### src/rtl/code_detector.sv
// Colour-button code lock: Start, then Red, Blue, Green, Red on consecutive
// cycles raises U for exactly one cycle.
//
// state   | meaning
// --------+---------------------------------------------
// S_Wait  | idle, waiting for a Start press
// S_Start | Start seen, expecting exact Red
// S_Red1  | Red accepted, expecting exact Blue
// S_Blue  | Blue accepted, expecting exact Green
// S_Green | Green accepted, expecting exact Red
// S_Red2  | full code entered, U asserted for this cycle
module code_detector (
    input  logic Start,
    input  logic Red,
    input  logic Green,
    input  logic Blue,
    input  logic Clk,
    input  logic Rst,
    output logic U
);

    typedef enum logic [2:0] {
        S_Wait  = 3'd0,
        S_Start = 3'd1,
        S_Red1  = 3'd2,
        S_Blue  = 3'd3,
        S_Green = 3'd4,
        S_Red2  = 3'd5
    } state_t;

    state_t state_q;
    state_t state_d;

    logic exact_red;
    logic exact_green;
    logic exact_blue;

    // A colour only counts when it is the sole colour button pressed.
    assign exact_red   =  Red & ~Green & ~Blue;
    assign exact_green = ~Red &  Green & ~Blue;
    assign exact_blue  = ~Red & ~Green &  Blue;

    always_ff @(posedge Clk or negedge Rst) begin
        if (!Rst) begin
            state_q <= S_Wait;
        end else begin
            state_q <= state_d;
        end
    end

    always_comb begin
        state_d = S_Wait;
        unique case (state_q)
            S_Wait:  state_d = Start       ? S_Start : S_Wait;
            S_Start: state_d = exact_red   ? S_Red1  : S_Wait;
            S_Red1:  state_d = exact_blue  ? S_Blue  : S_Wait;
            S_Blue:  state_d = exact_green ? S_Green : S_Wait;
            S_Green: state_d = exact_red   ? S_Red2  : S_Wait;
            S_Red2:  state_d = S_Wait;
            default: state_d = S_Wait;
        endcase
    end

    // Moore output: decoded from the register only, no input path.
    assign U = (state_q == S_Red2);

endmodule

### config.mk
export PLATFORM = sky130hd
export DESIGN_NAME = code_detector
export DESIGN_NICKNAME = d
export VERILOG_FILES = /design/src/rtl/code_detector.sv
export SDC_FILE = /design/constraint.sdc
export NUM_CORES = 1
export LEC_CHECK = 0
export CORE_AREA = 2 2 39 41
export CTS_CLUSTER_DIAMETER = 150
export CTS_CLUSTER_SIZE = 16
export DETAILED_ROUTE_END_ITERATION = 8
export DIE_AREA = 0 0 41 43
export GPL_TIMING_DRIVEN = 1
export PLACE_DENSITY = 0.36
export SYNTH_ARGS = -nofsm -noshare
export SYNTH_HDL_FRONTEND = slang
export SYNTH_SLANG_ARGS = --single-unit
### constraint.sdc
create_clock -name Clk -period 1.8 [get_ports Clk]
set_clock_uncertainty 0.2 [all_clocks]
set_input_delay 0.36 -clock Clk [delete_from_list [all_inputs] [get_ports Clk]]
set_output_delay 0.36 -clock Clk [all_outputs]
set_load 0.05 [all_outputs]
==> results of run 1 <==
[cell usage in the layout, fill, tap and decap left out]
master | Yosys | final
nor2b_1 | 2 | 2
a2bb2oi_1 | 1 | 1
buf_12 | 0 | 1
clkdlybuf4s50_1 | 0 | 5
and4bb_2 | 1 | 1
nand3b_1 | 1 | 1
inv_1 | 1 | 1
a31oi_1 | 1 | 1
and2_1 | 1 | 1
clkbuf_4 | 0 | 3
o31ai_1 | 1 | 1
nor2_1 | 1 | 1
nor4b_1 | 1 | 1
nor3_1 | 1 | 1
clkbuf_1 | 0 | 1
a22oi_1 | 1 | 1
and2b_1 | 1 | 1
dfrtp_1 | 3 | 3
or4_1 | 1 | 1
[final cells by class]
| cell class | count | area, sq um |
|---|---|---|
| fill | 157 | 1090 |
| multi-input combinational | 14 | 101 |
| sequential | 3 | 75.1 |
| timing repair buffer | 6 | 70.1 |
| clock buffer | 4 | 26.3 |
| tap | 16 | 20.0 |
| inverter | 1 | 3.75 |
[cell usage after synthesis]
cell type / number
dfrtp_1: 3
nor2b_1: 2
a22oi_1: 1
a2bb2oi_1: 1
a31oi_1: 1
and2_1: 1
and2b_1: 1
and4bb_2: 1
inv_1: 1
nand3b_1: 1
nor2_1: 1
nor3_1: 1
nor4b_1: 1
o31ai_1: 1
or4_1: 1
[kinds of logic (layout without fill, tap and decap cells)]
| kind of cell | after synthesis | in the layout | synth area share |
|---|---|---|---|
| AOI/OAI and AO/OA | 4 | 4 | 0.167 |
| DFF | 3 | 3 | 0.417 |
| and+or+nand+nor | 10 | 10 | 0.396 |
| buffers and inverters | 1 | 11 | 0.0208 |
[layer usage]
metal	GRT usage	vias up	share of wire
met3	0.0314	0	0.032
met5	0	-	0
met1	0.0419	84	0.30
met2	0.109	2	0.66
li1	-	89	-
met4	0.100	0	0
[power by group]
| group | switching (mW) | internal, mW |
|---|---|---|
| Combinational | 0.00811 | 0.0154 |
| Clock | 0.0316 | 0.0829 |
| Sequential | 0.00356 | 0.0704 |
| Total | 0.0433 | 0.169 |
[critical path: stages (launching register included)]
cell     delay, ps
dfrtp_1        410
and2b_1        220
and2_1         170
buf_12         140
[path summary, 6_finish.rpt]
kind                             from         end  depth (start not counted)
min                               Rst  state_q[0]                          1
max                        state_q[1]           U                          3
min in group Clk           state_q[1]  state_q[0]                          1
max reg2reg                state_q[0]  state_q[0]                          2
min reg2reg                state_q[1]  state_q[0]                          1
max in group asynchronous         Rst  state_q[2]                          1
==> results.txt, run 1 <==
Critical path launch point type - flip-flop
Pleak - 0.118 nW
Post-route fraction of the period consumed by the critical path - 0.959
Detailed-route wire length per cell - 9.25 um
Final setup viols - 0
Worst voltage drop across the vdd grid - 0.208 mV
Number of buffers added by the clock tree synthesis step - 3
Result of the run - completed
Crit path kind - flip-flop to primary output
Worst setup margin - 74.3 ps
Kind of end point of the critical path - primary output
Required time of the worst setup path - 1240 ps
Mapped Area - 180 sq um
H-tree depth reported by CTS - 1
Share of the synthesized area in the top cell type - 0.417
Core occupancy in the finished layout - 0.214
Share of post-route cells with drive strength above 1 - 0.179
Maximum fanout count along the critical path - 5
Post-synthesis cell type count - 15
First-pass iteration count of the detailed router - 1
Port-buffer cells - 6
# placed instances - 40
Unrepaired setup endpoints after global routing - no
Global Route Usage Sum - 0.0693
Maximum buffer depth of the clock tree - 2
Worst endpoint data arrival time - 1170 ps
Max-cap check violation count - 0
# IOs - 7
Tmin final - 1730 ps
Number of antenna violations at the first check in global routing - 0
Sequential element share of the synthesized area - 0.417
Final hold violation count - 0
Total congestion overflow after global routing - 0
Global placement routability congestion - 0.606
Regs by FF count - state_q (3)
Vias/cell - 3.98
Antenna diode count - 0
Clock-pin slew reported for the worst setup and hold paths after clock tree synthesis - 40 ps
Global-route wire length before repair - 724 um
Maximum clock frequency - 579 MHz
Power density cells - 715 mW/mm^2
Die Height - 43 um
Mapped Nets - 24
Final Non-Filler Cells - 44
Max-slew violation count - 0
Pin count of the biggest net entering global routing - 8
Largest register by flop count - state_q
Core footprint - 0.00138 sq mm
Area overhead of the layout relative to synthesis - 64.6%
Reg2reg setup slack - 460 ps
Vias post-DR - 175
Final hold slack - 109 ps
Nets@finish - 35
Total number of yosys warnings - 0
Synth Register Bits - 3
Worst Tran Pin Value - 244 ps
Final Routed Wirelength - 407 um
Mean instance size in the synthesized netlist - 10.0 sq um
Overall die area - 0.00176 sq mm
CTS Hold Buffers Added - 0
Effective utilization at floorplan - 0.130
Number of clock sinks seen by CTS - 3
Total negative setup slack - 0 ps
Clock root cell - clkbuf_4
Largest area contributor in the netlist - dfrtp_1
Number of nets with antenna violations after detailed routing - 0
Num rows - 14
Max transition margin - 0.835
CTS tree - built
Type of the most critical hold path - input pin to asynchronous set/reset pin
Worst setup slack after placement - 5.75 ps
PostCTS Resize Cnt - 0
DRC violation total after the first TritonRoute iteration - 0
Die extent in x - 41 um
Post CTS Setup Buffer Count - 0
Via count of the first global-routing pass - 211
Dpl cell area - 270 sq um
Top cells by area in the synthesized netlist - dfrtp_1, and4bb_2, nor2b_1, a2bb2oi_1, nor4b_1
Overall power of the completed layout - 0.212 mW
Area of all placed cells without fillers - 297 sq um
Count of mapped cells out of synthesis - 18
Clk_lat worst skew - 230 ps
Number of remaining DRC errors - 0
Number of flip-flops in the largest register - 3
Note: power is estimated with default switching activity, not from simulation.
==> run 2: changes to the inputs <==
--- a/config.mk
+++ b/config.mk
@@ -12,6 +12,7 @@
 export DIE_AREA = 0 0 41 43
 export GPL_TIMING_DRIVEN = 1
 export PLACE_DENSITY = 0.36
+export SLEW_MARGIN = 10
 export SYNTH_ARGS = -nofsm -noshare
 export SYNTH_HDL_FRONTEND = slang
 export SYNTH_SLANG_ARGS = --single-unit
==> results of run 2 <==
No change in the layout: final DEF, timing and power equal those of run 1.
